==> config.mk <==
export PLATFORM = sky130hd
export DESIGN_NAME = mac512_operand_loader
export DESIGN_NICKNAME = d
export VERILOG_FILES = /design/src/rtl/mac512_pkg.sv /design/src/rtl/mac512_operand_stage.sv /design/src/rtl/mac512_operand_loader.sv
export SDC_FILE = /design/constraint.sdc
export NUM_CORES = 2
export LEC_CHECK = 0
export ABC_AREA = 1
export CORE_MARGIN = 3
export CORE_UTILIZATION = 49
export DETAILED_ROUTE_END_ITERATION = 7
export GPL_TIMING_DRIVEN = 0
export PLACE_DENSITY_LB_ADDON = 0.15
export SLEW_MARGIN = 40
export SYNTH_ARGS = -nofsm -noshare
export SYNTH_HDL_FRONTEND = slang
export SYNTH_SLANG_ARGS = --single-unit
==> constraint.sdc <==
create_clock -name clk -period 42 [get_ports clk]
set_input_delay 12.6 -clock clk [delete_from_list [all_inputs] [get_ports clk]]
set_output_delay 12.6 -clock clk [all_outputs]
set_load 0.005 [all_outputs]
==> src/rtl/mac512_pkg.sv <==
// Shared constants and issue-state type for the 256x256 MAC operand loader.
package mac512_pkg;

    localparam int WORD_W     = 32;
    localparam int OP_W       = 256;
    localparam int MAC_CYCLES = 130;

    localparam int NW    = OP_W / WORD_W;
    localparam int IDX_W = $clog2(2 * NW) + 1;
    localparam int RUN_W = (MAC_CYCLES > 1) ? $clog2(MAC_CYCLES) : 1;

    typedef enum logic {
        IDLE,
        RUN
    } issue_state_t;

endpackage

==> src/rtl/mac512_operand_stage.sv <==
// Staging buffer: collects 2*NW words into stage_a then stage_b and flags a complete pair.
module mac512_operand_stage
    import mac512_pkg::*;
(
    input  logic              clk,
    input  logic              rst,
    input  logic [WORD_W-1:0] in_data,
    input  logic              in_valid,
    input  logic              flush,
    input  logic              take,
    output logic              in_ready,
    output logic [OP_W-1:0]   stage_a,
    output logic [OP_W-1:0]   stage_b,
    output logic              stage_full,
    output logic              loading
);

    logic [IDX_W-1:0] idx;
    logic             accept;
    logic             last_word;

    assign in_ready  = !stage_full && !flush;
    assign accept    = in_valid && in_ready;
    assign last_word = (idx == IDX_W'(2 * NW - 1));
    assign loading   = (idx != '0);

    // Flush only drops the index and flag; stale staging data is overwritten by the next load.
    always_ff @(posedge clk or posedge rst) begin
        if (rst) begin
            idx        <= '0;
            stage_full <= 1'b0;
            stage_a    <= '0;
            stage_b    <= '0;
        end else if (flush) begin
            idx        <= '0;
            stage_full <= 1'b0;
        end else begin
            if (take) begin
                stage_full <= 1'b0;
            end
            if (accept) begin
                for (int w = 0; w < NW; w++) begin
                    if (idx == IDX_W'(w)) begin
                        stage_a[w*WORD_W +: WORD_W] <= in_data;
                    end
                    if (idx == IDX_W'(w + NW)) begin
                        stage_b[w*WORD_W +: WORD_W] <= in_data;
                    end
                end
                if (last_word) begin
                    idx        <= '0;
                    stage_full <= 1'b1;
                end else begin
                    idx <= idx + IDX_W'(1);
                end
            end
        end
    end

endmodule

==> src/rtl/mac512_operand_loader.sv <==
// Operand loader top: double-buffers A/B pairs and holds mac_en for the fixed multiply window.
module mac512_operand_loader
    import mac512_pkg::*;
(
    input  logic              clk,
    input  logic              rst,
    input  logic [WORD_W-1:0] in_data,
    input  logic              in_valid,
    output logic              in_ready,
    input  logic              flush,
    output logic [OP_W-1:0]   a_op,
    output logic [OP_W-1:0]   b_op,
    output logic              mac_en,
    output logic              busy,
    output logic [15:0]       op_count
);

    issue_state_t     state;
    logic [RUN_W-1:0] run_cnt;
    logic [OP_W-1:0]  stage_a;
    logic [OP_W-1:0]  stage_b;
    logic             stage_full;
    logic             loading;
    logic             take;

    // A flush in the same cycle as a pending transfer discards the pair.
    assign take = (state == IDLE) && stage_full && !flush;
    assign busy = (state == RUN) || stage_full || loading;

    mac512_operand_stage u_stage (
        .clk        (clk),
        .rst        (rst),
        .in_data    (in_data),
        .in_valid   (in_valid),
        .flush      (flush),
        .take       (take),
        .in_ready   (in_ready),
        .stage_a    (stage_a),
        .stage_b    (stage_b),
        .stage_full (stage_full),
        .loading    (loading)
    );

    always_ff @(posedge clk or posedge rst) begin
        if (rst) begin
            state    <= IDLE;
            run_cnt  <= '0;
            a_op     <= '0;
            b_op     <= '0;
            mac_en   <= 1'b0;
            op_count <= '0;
        end else begin
            case (state)
                IDLE: begin
                    if (take) begin
                        a_op     <= stage_a;
                        b_op     <= stage_b;
                        run_cnt  <= '0;
                        op_count <= op_count + 16'd1;
                        mac_en   <= 1'b1;
                        state    <= RUN;
                    end
                end
                RUN: begin
                    if (run_cnt == RUN_W'(MAC_CYCLES - 1)) begin
                        mac_en <= 1'b0;
                        state  <= IDLE;
                    end else begin
                        run_cnt <= run_cnt + RUN_W'(1);
                    end
                end
                default: begin
                    mac_en <= 1'b0;
                    state  <= IDLE;
                end
            endcase
        end
    end

endmodule

==> flow_summary.yaml <==
synthesis:
  synthCells: 4096
  synth_top_area_cell: "dfrtp_1"
  seq_area_frac_synth: 0.677
  synthTopCellsByArea: "dfrtp_1, nand2_1, o21ai_0"
  avgSynthCellArea_um2: 9.53
  ys_ff_latch: 1056
  synth_cell_types: 32
  yosys_warnings: 0
  synth_nets: 4139
  synth_top_area_frac: 0.677
  netlist_area_mm2: 0.0390
power:
  ir_drop_uv: 35.6
  p_leak_nw: 25.8
  finalPower_mw: 2.18
  power_density_mw_per_mm2: 42.9
hold_path:
  min_path_cells: 2
  min_path_type: "register to register"
critical_path:
  setup.worst_path.start_class: "input pin"
  critPathCaptureType: "output port"
  crit_arrival_ns: 13.83
  path_buf_inv: 2
  cp_top_family: "buffers and inverters"
  max_stage_delay_ns: 0.59
  required_ns: 29.40
  cp_common_cell: "clkdlybuf4s50_1"
  criticalPathCategory: "input pin to output port"
  ff2ff_path_depth: 8
  crit_chain: "clkdlybuf4s50_1 > nor2_4 > clkdlybuf4s50_1"
  cp_slowest_cell: "clkdlybuf4s50_1"
  path_depth: 3
  critPathMaxFanout: 3
timing:
  finalHoldViolCount: 0
  period_minus_slack_ns: 26.43
  post-route-period-util: 0.629
  tns_ns: 0
  grt_setup_unrepaired: "false"
  max_freq_mhz: 37.8
  tightest_slew_ns: 0.892
  slew_viol_final: 0
  slew_headroom: 0.406
  setup_violations: 0
  finClkSkew_ns: 0.0269
route:
  ant_nets: 0
  drt_first_pass_iters: 5
  drcViolationCount: 0
  drt_iter0_drc: 2848
  vias_per_cell: 5.27
  routed_wl_mm: 130
  route.detailed.wl_per_inst_um: 21.9
  dr_total_vias: 31300
global_routing:
  antenna_found_initial: 9
  grt_pass1_wl_mm: 195
  grt_pass1_vias: 31000
  grt_overflow: 0
  grt_max_degree: 27
  grt.total_usage: 0.316
cells_and_area:
  multiInputGateArea_mm2: 0.0112
  final-seq-area_mm2: 0.0264
  nFillCells: 6460
  nets: 4862
  utilization: 0.650
  area_delta_synth_final_pct: 30.3
  drive_gt1_frac: 0.0800
floorplan:
  core_mm2: 0.0782
  die_w_um: 288
  fp.dieH_um: 288
  dieArea_mm2: 0.0831
  io-pin-count: 567
  std_cell_rows: 102
  start_util: 0.499
clock_tree:
  cts_resized: 0
  clk_pin_slew_ns: 0.06
  insertion_delay_ns: 0.67
  hold_buffers: 0
  cts_setup_buffers: 0
  cts.sinks: 1056
  h-tree-depth: 3
  cts_tree: "yes"
  clockBufferDepth: 3
  cts_root_buf: "clkbuf_16"
  cts_buffers: 105
placed_design:
  place_hpwl_mm: 93.3
  place_congestion: 0.852
  numPortBuffers: 566
run_status:
  status: "finished clean"
run:
  max-cap-violations: 0
power breakdown:
group	leakage, nW	switching [mW]	internal [mW]
logic	9.40	0.0657	0.0363
registers	14.6	0.0291	1.06
clock network	1.79	0.401	0.582
cells by family (layout without fill, tap and decap cells):
| group | Yosys count | in the layout | share of synthesized area |
|---|---|---|---|
| XOR/XNOR | 11 | 11 | 0.00247 |
| AO/OA/AOI/OAI | 529 | 529 | 0.0680 |
| buffers and inverters | 307 | 1112 | 0.0356 |
| AND/OR/NAND/NOR | 2186 | 2186 | 0.215 |
| other | 0 | 3 | 0 |
| flip-flops | 1056 | 1056 | 0.677 |
| adder cells (fa/ha/maj) | 7 | 7 | 0.00224 |
layer usage:
metal | vias to the layer above | global-route usage | wire (um) | share of wire
li1 | 14300 | - | - | -
met1 | 15600 | 0.433 | 53600 | 0.41
met2 | 1218 | 0.490 | 59600 | 0.46
met3 | 261 | 0.0728 | 11200 | 0.086
met4 | 0 | 0.130 | 5770 | 0.044
met5 | - | 0 | 0 | 0
area by class of cell:
type / instances / area share
multi-input cells: 2733 / 0.221
flip-flops and latches: 1056 / 0.520
plain buffers: 245 / 0.0232
well taps: 1040 / 0.0256
inverters: 62 / 0.00465
repair buffers: 616 / 0.135
clock buffers: 164 / 0.0636
clock inverters: 25 / 0.00795
diodes: 3 / 0.000148
stage by stage:
step | worst slack [ns] | hold slack (ns) | instances | instance area [um^2]
floorplan | 14.84 | 0.442 | 4096 | 39000
global placement | 8.49 | 0.448 | 5702 | 46000
detailed placement | 15.56 | 0.451 | 5752 | 47200
CTS | 15.56 | 0.454 | 5941 | 50800
global route | 15.54 | 0.481 | 5943 | 50800
finish | 15.57 | 0.455 | 5944 | 50800
tightest hold or removal path, cell delays in order, from the launching register on:
cell and delay [ns]:
dfrtp_1 0.34, nand2_1 0.05, nand2_1 0.05
Yosys cell counts:
master    number
nand2_1     2111
dfrtp_1     1056
o21ai_0      391
o21ai_1      134
clkbuf_1     116
buf_2         93
inv_1         58
buf_4         22
nand3_1       20
nor2_1        16
nand2_2       15
ha_1           7
clkbuf_2       6
nand4_1        6
nor2_4         6
xor2_1         6
xnor2_1        5
buf_1          4
buf_6          4
inv_2          4
nor2_2         3
nand3b_1       2
nor3_1         2
a211oi_1       1
a21oi_1        1
nand2_4        1
nand3_2        1
nor3_4         1
nor3b_1        1
o21a_1         1
o22ai_1        1
or2_2          1
final timing paths:
kind / end / start / slack, ns
worst max-delay path: in_ready / flush / 15.57
worst min-delay path: b_op[242] / u_stage.stage_b[242] / 0.45
worst max register to register: a_op[189] / state / 39.69
worst min register to register: b_op[242] / u_stage.stage_b[242] / 0.45
max in group asynchronous: u_stage.stage_a[62] / rst / 27.60
min in group asynchronous: b_op[53] / rst / 12.28
layout by cell type (no fill, tap or decap), drive strengths merged:
cell type,n
nor2,25
clkinv,14
o22ai,1
xnor2,5
nand4,6
clkdlybuf4s50,566
a211oi,1
o21a,1
nand3,21
diode,3
a21oi,1
buf,173
ha,7
bufinv,9
dfrtp,1056
clkinvlp,2
o21ai,525
or2,1
nand2,2127
clkbuf,286
inv,62
nor3,3
nor3b,1
xor2,6
nand3b,2
sequential cells by signal (all words and copies together) (netlist names):
name and cells:
u_stage.stage_a 256, run_cnt 8, b_op 256, u_stage.idx 5, u_stage.stage_b 256, state 1, op_count 16, a_op 256
u_stage.stage_full 1, mac_en 1
Note: power is estimated with default switching activity, not from simulation.
